<file path="src/rtl/height_digit_renderer.sv">
// Height readout: double-dabble binary-to-BCD conversion plus a 2-stage glyph ROM pixel pipeline.
// Optional build macro LEADING_ZERO_BLANK_EN draws leading zero cells (all but the last) as background.
module height_digit_renderer #(
    parameter int NUM_DIGITS  = 3,
    parameter int VALUE_W     = 10,
    parameter int ORIGIN_X    = 16,
    parameter int ORIGIN_Y    = 16,
    parameter int DIGIT_PITCH = 10
) (
    input  logic               clk,
    input  logic               reset,
    input  logic [VALUE_W-1:0] value_in,
    input  logic               value_load,
    output logic               busy,
    input  logic [9:0]         px_x,
    input  logic [9:0]         px_y,
    input  logic               px_valid,
    output logic [3:0]         glyph_digit,
    output logic [4:0]         glyph_col,
    output logic [4:0]         glyph_row,
    input  logic [5:0]         glyph_data,
    output logic [5:0]         pix_data,
    output logic               pix_valid
);

    // state   | meaning
    // IDLE    | waiting for value_load
    // CONVERT | VALUE_W add-3/shift steps
    // DONE    | clamp and copy digits to display, drop busy

    // BCD field is wide enough for the full binary range so clamping can see overflow digits.
    localparam int BCD_MIN = (VALUE_W * 301) / 1000 + 1;
    localparam int BCD_N   = (BCD_MIN > NUM_DIGITS) ? BCD_MIN : NUM_DIGITS;
    localparam int DD_W    = BCD_N * 4 + VALUE_W;
    localparam int CNT_W   = $clog2(VALUE_W + 1);

    localparam logic [9:0] OX   = 10'(ORIGIN_X);
    localparam logic [9:0] OY   = 10'(ORIGIN_Y);
    localparam logic [9:0] SPAN = 10'(NUM_DIGITS * DIGIT_PITCH);

    typedef enum logic [1:0] {IDLE, CONVERT, DONE} state_t;

    state_t            state;
    logic [DD_W-1:0]   dd_q;
    logic [DD_W-1:0]   dd_step;
    logic [CNT_W-1:0]  cnt;
    logic [3:0]        disp      [NUM_DIGITS];
    logic [3:0]        disp_next [NUM_DIGITS];
    logic              overflow;

    always_comb begin
        dd_step = dd_q;
        for (int d = 0; d < BCD_N; d++) begin
            if (dd_step[VALUE_W+4*d +: 4] >= 4'd5)
                dd_step[VALUE_W+4*d +: 4] = dd_step[VALUE_W+4*d +: 4] + 4'd3;
        end
        dd_step = dd_step << 1;
    end

    // Cell 0 is the most significant digit; any nonzero digit beyond the cells clamps to all nines.
    always_comb begin
        overflow = 1'b0;
        for (int d = NUM_DIGITS; d < BCD_N; d++)
            overflow = overflow | (dd_q[VALUE_W+4*d +: 4] != 4'd0);
        for (int k = 0; k < NUM_DIGITS; k++)
            disp_next[k] = overflow ? 4'd9 : dd_q[VALUE_W+4*(NUM_DIGITS-1-k) +: 4];
    end

    always_ff @(posedge clk) begin
        if (reset) begin
            state <= IDLE;
            busy  <= 1'b0;
            dd_q  <= '0;
            cnt   <= '0;
            for (int k = 0; k < NUM_DIGITS; k++)
                disp[k] <= 4'd0;
        end else begin
            case (state)
                IDLE: begin
                    if (value_load) begin
                        dd_q  <= {{(BCD_N*4){1'b0}}, value_in};
                        cnt   <= CNT_W'(VALUE_W - 1);
                        busy  <= 1'b1;
                        state <= CONVERT;
                    end
                end
                CONVERT: begin
                    dd_q <= dd_step;
                    if (cnt == '0)
                        state <= DONE;
                    else
                        cnt <= cnt - 1'b1;
                end
                DONE: begin
                    for (int k = 0; k < NUM_DIGITS; k++)
                        disp[k] <= disp_next[k];
                    busy  <= 1'b0;
                    state <= IDLE;
                end
                default: state <= IDLE;
            endcase
        end
    end

`ifdef LEADING_ZERO_BLANK_EN
    logic [NUM_DIGITS-1:0] blank;
    logic [NUM_DIGITS-1:0] blank_next;
    logic                  seen_nz;

    always_comb begin
        blank_next = '0;
        seen_nz    = 1'b0;
        for (int k = 0; k < NUM_DIGITS - 1; k++) begin
            seen_nz       = seen_nz | (disp_next[k] != 4'd0);
            blank_next[k] = !seen_nz;
        end
    end

    always_ff @(posedge clk) begin
        if (reset) begin
            blank                 <= '1;
            blank[NUM_DIGITS-1]   <= 1'b0;
        end else if (state == DONE) begin
            blank <= blank_next;
        end
    end
`endif

    logic [9:0] dx;
    logic [9:0] dy;
    logic [9:0] lcol;
    logic [3:0] sel_digit;
    logic       sel_blank;
    logic       in_box;
    logic       hit;
    logic       s1_valid;
    logic       s1_in;

    // Cell select by range comparison: the last cell base not above dx wins.
    always_comb begin
        dx        = px_x - OX;
        dy        = px_y - OY;
        in_box    = (px_x >= OX) && (dx < SPAN) && (px_y >= OY) && (dy < 10'd16);
        sel_digit = 4'd0;
        sel_blank = 1'b0;
        lcol      = dx;
        for (int k = 0; k < NUM_DIGITS; k++) begin
            if (dx >= 10'(k * DIGIT_PITCH)) begin
                sel_digit = disp[k];
                lcol      = dx - 10'(k * DIGIT_PITCH);
`ifdef LEADING_ZERO_BLANK_EN
                sel_blank = blank[k];
`endif
            end
        end
        hit = in_box && (lcol < 10'd8) && !sel_blank;
    end

    always_ff @(posedge clk) begin
        if (reset) begin
            s1_valid    <= 1'b0;
            s1_in       <= 1'b0;
            glyph_digit <= 4'd0;
            glyph_col   <= 5'd0;
            glyph_row   <= 5'd0;
            pix_valid   <= 1'b0;
            pix_data    <= 6'b111111;
        end else begin
            s1_valid <= px_valid;
            if (px_valid) begin
                s1_in       <= hit;
                glyph_digit <= hit ? sel_digit : 4'd0;
                glyph_col   <= hit ? lcol[4:0] : 5'd0;
                glyph_row   <= hit ? dy[4:0]   : 5'd0;
            end
            pix_valid <= s1_valid;
            pix_data  <= (s1_valid && s1_in) ? glyph_data : 6'b111111;
        end
    end

endmodule
</file>
<file path="config.mk">
export PLATFORM = sky130hd
export DESIGN_NAME = height_digit_renderer
export DESIGN_NICKNAME = d
export VERILOG_FILES = /design/src/rtl/height_digit_renderer.sv
export SDC_FILE = /design/constraint.sdc
export NUM_CORES = 1
export LEC_CHECK = 0
export ABC_AREA = 1
export CAP_MARGIN = 10
export CORE_MARGIN = 5
export CORE_UTILIZATION = 33
export DETAILED_ROUTE_END_ITERATION = 8
export PLACE_DENSITY = 0.52
export SETUP_SLACK_MARGIN = 0.15
export SYNTH_ARGS = -nofsm -noshare
export SYNTH_HDL_FRONTEND = slang
export SYNTH_SLANG_ARGS = --single-unit
</file>
<file path="constraint.sdc">
create_clock -name clk -period 6.4 [get_ports clk]
set_input_delay 1.28 -clock clk [delete_from_list [all_inputs] [get_ports clk]]
set_output_delay 1.28 -clock clk [all_outputs]
set_load 0.01 [all_outputs]
</file>
==> summary.md, run 1 <==
| Metric | Value |
|---|---|
| Status | completed |
| Met3 Routed Length | 522 µm |
| Comb pwr share | 0.150 |
| Total CTS buffers | 9 |
| Synth cell types | 28 |
| Crit path kind | primary input to register |
| Clk slew on worst S/H paths | 0.07 ns |
| Post-CTS Setup Inserts | 0 |
| Hold Path Class | register to register |
| Gpl congestion | 0.862 |
| Root buf cell | clkbuf_8 |
| Port Buffer Count | 61 |
| First-pass GRT wire length | 14,400 µm |
| Area contributors post-synth | dfxtp_1, nand2_1, edfxtp_1 |
| Clock Path Buffers | 2 |
| FFs w/ async S/R, synth | 0 |
| Placed cell count | 691 |
| Num Clock Sinks | 68 |
| I/O pin count | 62 |
| Met2 wire length | 3760 µm |
| WL/cell | 11.8 µm |
| DRT iter0 DRCs | 187 |
| Vias in the first global route | 3,167 |
| Dpl hpwl | 6140 µm |
| Top-area cell type share of the netlist area | 0.303 |
| Sw power | 0.000253 W |
| Startpoint Class | primary input |
| Req. time, crit path | 6.67 ns |
| Largest net degree at the start of global routing | 35 |
| Mapped Avg Cell Area | 7.38 µm² |
| Crit-path max FO | 12 |
| VDD IR-drop max | 0.115 mV |
| P&R area growth vs syn | 25.9% |
| Ant. Diodes | 0 |
| Final Hold Fails | 0 |
| Fin crit share | 0.650 |
| Final worst path period need | 4.16 ns |
| Final #Nets | 624 |
| Final std cells w/o fill | 707 |
| Reg power frac | 0.471 |
| Share of cells above drive strength 1 | 0.0899 |
| Die height | 116 µm |
| Initial DRT Pass Iterations | 4 |
| Routed WL | 8330 µm |
| Syn nets | 563 |
| Max Slew Vio Count | 0 |
| Top cell type by total area after synthesis | dfxtp_1 |
| Leakage | 1.95 nW |
| Core box area | 0.0109 mm² |
| Metal1 wirelength | 3980 µm |
| Worst-skew pair later-pin latency | 0.33 ns |
| Final setup vio count | 0 |
| Int Pwr | 0.000725 W |
| Worst setup EP type | register |
| Antenna Nets Post-Route | 0 |
| Global route total overflow | 0 |
| Clk pwr share | 0.379 |
| TNS Setup | 0 ns |
| Worst Max-Slew Pin Slew | 0.700 ns |
| DR DRC count | 0 |
| Initial antenna violation count | 0 |
| GR Util All Layers | 0.130 |
| H-tree Lvls | 3 |
| Worst EP arrival | 4.44 ns |
| RSZ-0062 raised after global routing | no |
| Post-CTS Hold Buffers | 0 |
| Skew final | 0.0111 ns |
| Seq/Total Area, Yosys | 0.401 |
| Top_reg_cell synth | dfxtp_1 |
| Switching share of total power | 0.259 |
| Ys Warns | 0 |
| Max layer used | met4 |
| Chip width | 116 µm |
| Fmax | 240 MHz |
| Register bit total from synthesis | 68 |
| CTS resizes | 0 |
| Starting Density | 0.340 |
| Syn Std Cell Area | 0.00370 mm² |
| Max Cap Viol | 0 |
| Row count | 38 |
| Slew margin rel. | 0.532 |
| CTS tree | done |
| Routed via count | 3,208 |
| PwrDens | 210 mW/mm² |
| Post-synth EDFFs | 12 |
| Via-to-Cell Ratio | 4.54 |
| Syn Inst Count | 501 |
| DIE AREA | 0.0134 mm² |
[worst max-delay path: stages]
cell and delay, ns:
clkdlybuf4s50_1 0.69, inv_2 0.15, ha_1 0.27, xnor2_1 0.25, inv_1 0.15, nor2_4 0.14, nand3_2 0.10, nor2_2 0.11
nand2_2 0.14, inv_1 0.17, nand2_1 0.06, nand3_1 0.08, nand3_2 0.08, nor2_2 0.53, nand3_1 0.14, nand2_1 0.09
[placed cells by master, fill, tap and decap left out, drive strengths merged]
master | netlist | layout
xnor2 | 1 | 1
inv | 73 | 73
o211ai | 1 | 1
bufinv | 0 | 1
clkbuf | 11 | 11
a22oi | 4 | 4
nand4 | 8 | 8
a21oi | 33 | 33
clkinv | 0 | 4
nand3 | 41 | 41
buf | 4 | 4
nor2 | 68 | 68
o21ai | 40 | 40
nand2 | 111 | 111
edfxtp | 12 | 12
clkdlybuf4s50 | 0 | 61
xor2 | 6 | 6
nor3 | 6 | 6
ha | 22 | 22
o22ai | 1 | 1
and2 | 1 | 1
a31oi | 2 | 2
dfxtp | 56 | 56
[path summary, 6_finish.rpt]
check	startpoint	endpoint	slack [ns]	depth (start not counted)
setup / recovery	px_x[4]	glyph_row[0]	2.24	16
setup reg to reg	state[0]	dd_q[1]	4.60	8
hold / removal	s1_valid	pix_valid	0.43	2
hold reg to reg	s1_valid	pix_valid	0.43	2
[synthesized netlist by cell type (4+ instances only)]
cell type	instances
a21oi_1	33
a22oi_1	4
clkbuf_1	11
dfxtp_1	56
edfxtp_1	12
ha_1	22
inv_1	72
nand2_1	105
nand2_2	6
nand3_1	26
nand3_2	15
nand4_1	8
nor2_1	60
nor2_2	4
nor2_4	4
nor3_1	6
o21ai_0	37
xor2_1	6
[through the flow]
step | hold slack, ns | worst slack (ns) | instance area [µm²] | utilization | total power (W)
after detailed placement | 0.426 | 1.93 | 4430 | 0.407 | 0.000617
after floorplan | 0.411 | 3.37 | 3700 | - | 0.000561
final | 0.434 | 2.24 | 4650 | 0.427 | 0.000978
after global placement | 0.422 | 2.05 | 4430 | 0.407 | 0.000615
after global routing | 0.455 | 1.97 | 4650 | 0.427 | 0.00104
after CTS | 0.429 | 2.26 | 4650 | 0.427 | 0.000996
[layout make-up]
| class | count | area, µm² |
|---|---|---|
| Fill cell | 1146 | 6230 |
| Multi-Input combinational cell | 345 | 1860 |
| Sequential cell | 68 | 1480 |
| Timing Repair Buffer | 65 | 641 |
| Inverter | 73 | 274 |
| Tap cell | 140 | 175 |
| Clock buffer | 11 | 163 |
| Clock inverter | 5 | 57.6 |
[routing by layer]
metal	up-vias	GRT usage
met5	-	0
met4	0	0.0325
met3	4	0.0360
met2	66	0.206
met1	1418	0.175
li1	1720	-
[cells by family (layout without fill, tap and decap cells)]
kind of cell / count (synthesis) / after routing / synth area share
XOR/XNOR: 7 / 7 / 0.0166
adder cells (fa/ha/maj): 22 / 22 / 0.0744
flip-flops: 68 / 68 / 0.401
AO/OA/AOI/OAI: 81 / 81 / 0.117
AND/OR/NAND/NOR: 235 / 235 / 0.296
buffers and inverters: 88 / 154 / 0.0954
[state kept, by name, indices dropped and copies added, names as in the netlist]
signal	cells
cnt	4
glyph_col	5
disp	12
busy	1
state	2
dd_q	26
pix_valid	1
s1_valid	1
s1_in	1
glyph_digit	4
pix_data	6
glyph_row	5
[power groups by stage]
stage               sequential [W]  combinational, W  clock [W]
floorplan                 0.000468         0.0000929          0
global placement          0.000470          0.000146          0
detailed placement        0.000470          0.000147          0
CTS                       0.000460          0.000148   0.000388
global route              0.000463          0.000166   0.000410
finish                    0.000460          0.000146   0.000371
No activity file was read; power rests on OpenSTA's default activity.
==> run 2: changes to the inputs <==
--- a/config.mk
+++ b/config.mk
@@ -10,7 +10,7 @@
 export CORE_MARGIN = 5
 export CORE_UTILIZATION = 33
 export DETAILED_ROUTE_END_ITERATION = 8
-export PLACE_DENSITY = 0.52
+export PLACE_DENSITY = 0.54
 export SETUP_SLACK_MARGIN = 0.15
 export SYNTH_ARGS = -nofsm -noshare
 export SYNTH_HDL_FRONTEND = slang
==> constraint.sdc (replaced) <==
create_clock -name clk -period 3.6 [get_ports clk]
set_input_delay 0.72 -clock clk [delete_from_list [all_inputs] [get_ports clk]]
set_output_delay 0.72 -clock clk [all_outputs]
set_load 0.01 [all_outputs]
==> run 2 against run 1 <==
Net effect:
- sequential share of layout area grew 0.17 points
- combinational power grew 80%
- register-to-register slack lost 2.6 ns
- clock skew grew 0.00079 ns
- largest power group unchanged
==> summary.md, run 2 (same netlist as run 1, synthesis figures left out) <==
| Metric | Value |
|---|---|
| Status | completed |
| Worst-path cell chain | clkdlybuf4s50_1 > inv_1 > ha_1 > xnor2_1 > inv_1 > nor2_4 > nand3_2 > nor2_2 > nand2_2 > inv_1 > nand2_1 > nand3_1 > nand3_2 > nor2_4 > nand3_1 > nand2_1 |
| CP delay by family, top | simple AND/OR/NAND/NOR gates |
| Port Buffer Count | 61 |
| Final worst path period need | 3.07 ns |
| P&R area growth vs syn | 25.2% |
| Ant. Diodes | 0 |
| Largest net degree at the start of global routing | 33 |
| Fmax | 325 MHz |
| Leakage | 1.94 nW |
| Comb pwr share | 0.164 |
| CTS tree | done |
| Int Pwr | 0.00116 W |
| First-pass GRT wire length | 14,200 µm |
| Global route total overflow | 0 |
| Core box area | 0.0109 mm² |
| Max Slew Vio Count | 0 |
| Worst EP arrival | 3.35 ns |
| Clock Path Buffers | 2 |
| Req. time, crit path | 3.88 ns |
| FF-to-FF setup slack | 2.01 ns |
| Startpoint Class | primary input |
| Clk slew on worst S/H paths | 0.07 ns |
| Worst-skew pair later-pin latency | 0.34 ns |
| Most common cell after layout, fill and taps aside | nand2_1 |
| Via-to-Cell Ratio | 4.54 |
| Fin crit share | 0.854 |
| Share of cells above drive strength 1 | 0.0911 |
| Largest reg by FF count | dd_q |
| Reg power frac | 0.509 |
| Gpl congestion | 0.841 |
| DIE AREA | 0.0134 mm² |
| DR DRC count | 0 |
| Worst setup EP type | register |
| Chip width | 116 µm |
| End of the worst hold path | pix_valid |
| Post-CTS Hold Buffers | 0 |
| GR Util All Layers | 0.130 |
| H-tree Lvls | 3 |
| Clk pwr share | 0.327 |
| Hold Startpoint | s1_valid |
| Starting Density | 0.340 |
| Antenna Nets Post-Route | 0 |
| Crit. Startpoint | px_x[5] |
| Routed WL | 8320 µm |
| TNS Setup | 0 ns |
| DRT iter0 DRCs | 205 |
| RSZ-0062 raised after global routing | no |
| CP max stage cell | clkdlybuf4s50_1 |
| Initial DRT Pass Iterations | 4 |
| WL/cell | 11.7 µm |
| Placed cell count | 695 |
| Largest register FFs | 26 |
| CP Buf/Inv Count | 4 |
| Reg-to-Reg End | dd_q[6] |
| Hold Path Class | register to register |
| R2r worst-path depth | 8 |
| Commonest non-fill, non-tap cells in the layout | nand2_1, inv_1, clkdlybuf4s50_1 |
| Crit path kind | primary input to register |
| Final setup vio count | 0 |
| Top Registers | dd_q (26), disp (12), pix_data (6) |
| Vias in the first global route | 3,071 |
| Row count | 38 |
| Num Clock Sinks | 68 |
| Reg2reg start | state[0] |
| Switching share of total power | 0.278 |
| Final std cells w/o fill | 711 |
| Slew margin rel. | 0.531 |
| Final Hold Fails | 0 |
| Initial antenna violation count | 0 |
| Hold path cells | 2 |
| Routed via count | 3,228 |
| I/O pin count | 62 |
| Skew final | 0.0119 ns |
| Total CTS buffers | 9 |
| Final #Nets | 628 |
| Crit-path max FO | 12 |
| CP peak stage delay | 0.55 ns |
| Worst Max-Slew Pin Slew | 0.701 ns |
| Die height | 116 µm |
| VDD IR-drop max | 0.175 mV |
| Most common cell on crit path | inv_1 |
| Dpl hpwl | 6170 µm |
| Sw power | 0.000447 W |
| PwrDens | 347 mW/mm² |
| Root buf cell | clkbuf_8 |
| Max Cap Viol | 0 |
-- run 2: worst register-to-register path, stage by stage, from the launching register on --
cell	delay [ns]
dfxtp_1	0.36
inv_1	0.06
nor2_1	0.08
buf_4	0.27
inv_1	0.30
nor2_1	0.17
nor2_1	0.06
o21ai_0	0.09
a21oi_1	0.08
-- run 2: routing by layer --
layer	vias up	global-route usage	routed length, µm
li1	1729	-	-
met1	1432	0.170	3990
met2	57	0.210	3740
met3	10	0.0402	500
met4	0	0.0309	87
met5	-	0	0
-- run 2: worst max-delay path by stage --
stage          cells past startpoint             end  slack [ns]
2_1_floorplan                     17    glyph_col[2]        1.13
3_3_place_gp                      14    glyph_row[0]        0.11
3_5_place_dp                      16    glyph_row[0]        0.03
4_1_cts                           16    glyph_row[0]        0.37
5_1_grt                           16  glyph_digit[2]        0.32
6_report                          16    glyph_row[0]        0.53
-- run 2: through the flow --
stage | hold slack, ns | power, W | util | area [µm²] | setup WS, ns
global placement | 0.420 | 0.00110 | 0.410 | 4460 | 0.109
floorplan | 0.411 | 0.000998 | - | 3700 | 1.13
CTS | 0.440 | 0.00164 | 0.425 | 4620 | 0.369
global route | 0.446 | 0.00171 | 0.425 | 4630 | 0.321
finish | 0.432 | 0.00161 | 0.425 | 4630 | 0.526
detailed placement | 0.434 | 0.00110 | 0.410 | 4460 | 0.0273
-- run 2: area by class of cell --
cell class	count	area, µm²
Fill cell	1154	6260
Timing Repair Buffer	69	671
Clock buffer	12	135
Tap cell	140	175
Inverter	73	274
Clock inverter	4	25.0
Multi-Input combinational cell	345	1870
Sequential cell	68	1480
-- run 2: power groups by stage --
stage	logic, W	clock network, W	registers, W
floorplan	0.000165	0	0.000833
global placement	0.000262	0	0.000835
detailed placement	0.000264	0	0.000836
CTS	0.000266	0.000556	0.000818
global route	0.000300	0.000591	0.000822
finish	0.000263	0.000526	0.000818
-- run 2: what timing repair did --
item,4_1_cts,5_1_grt
setup endpoints to repair,0,10
buffers inserted,0,0
gates resized for setup,0,1
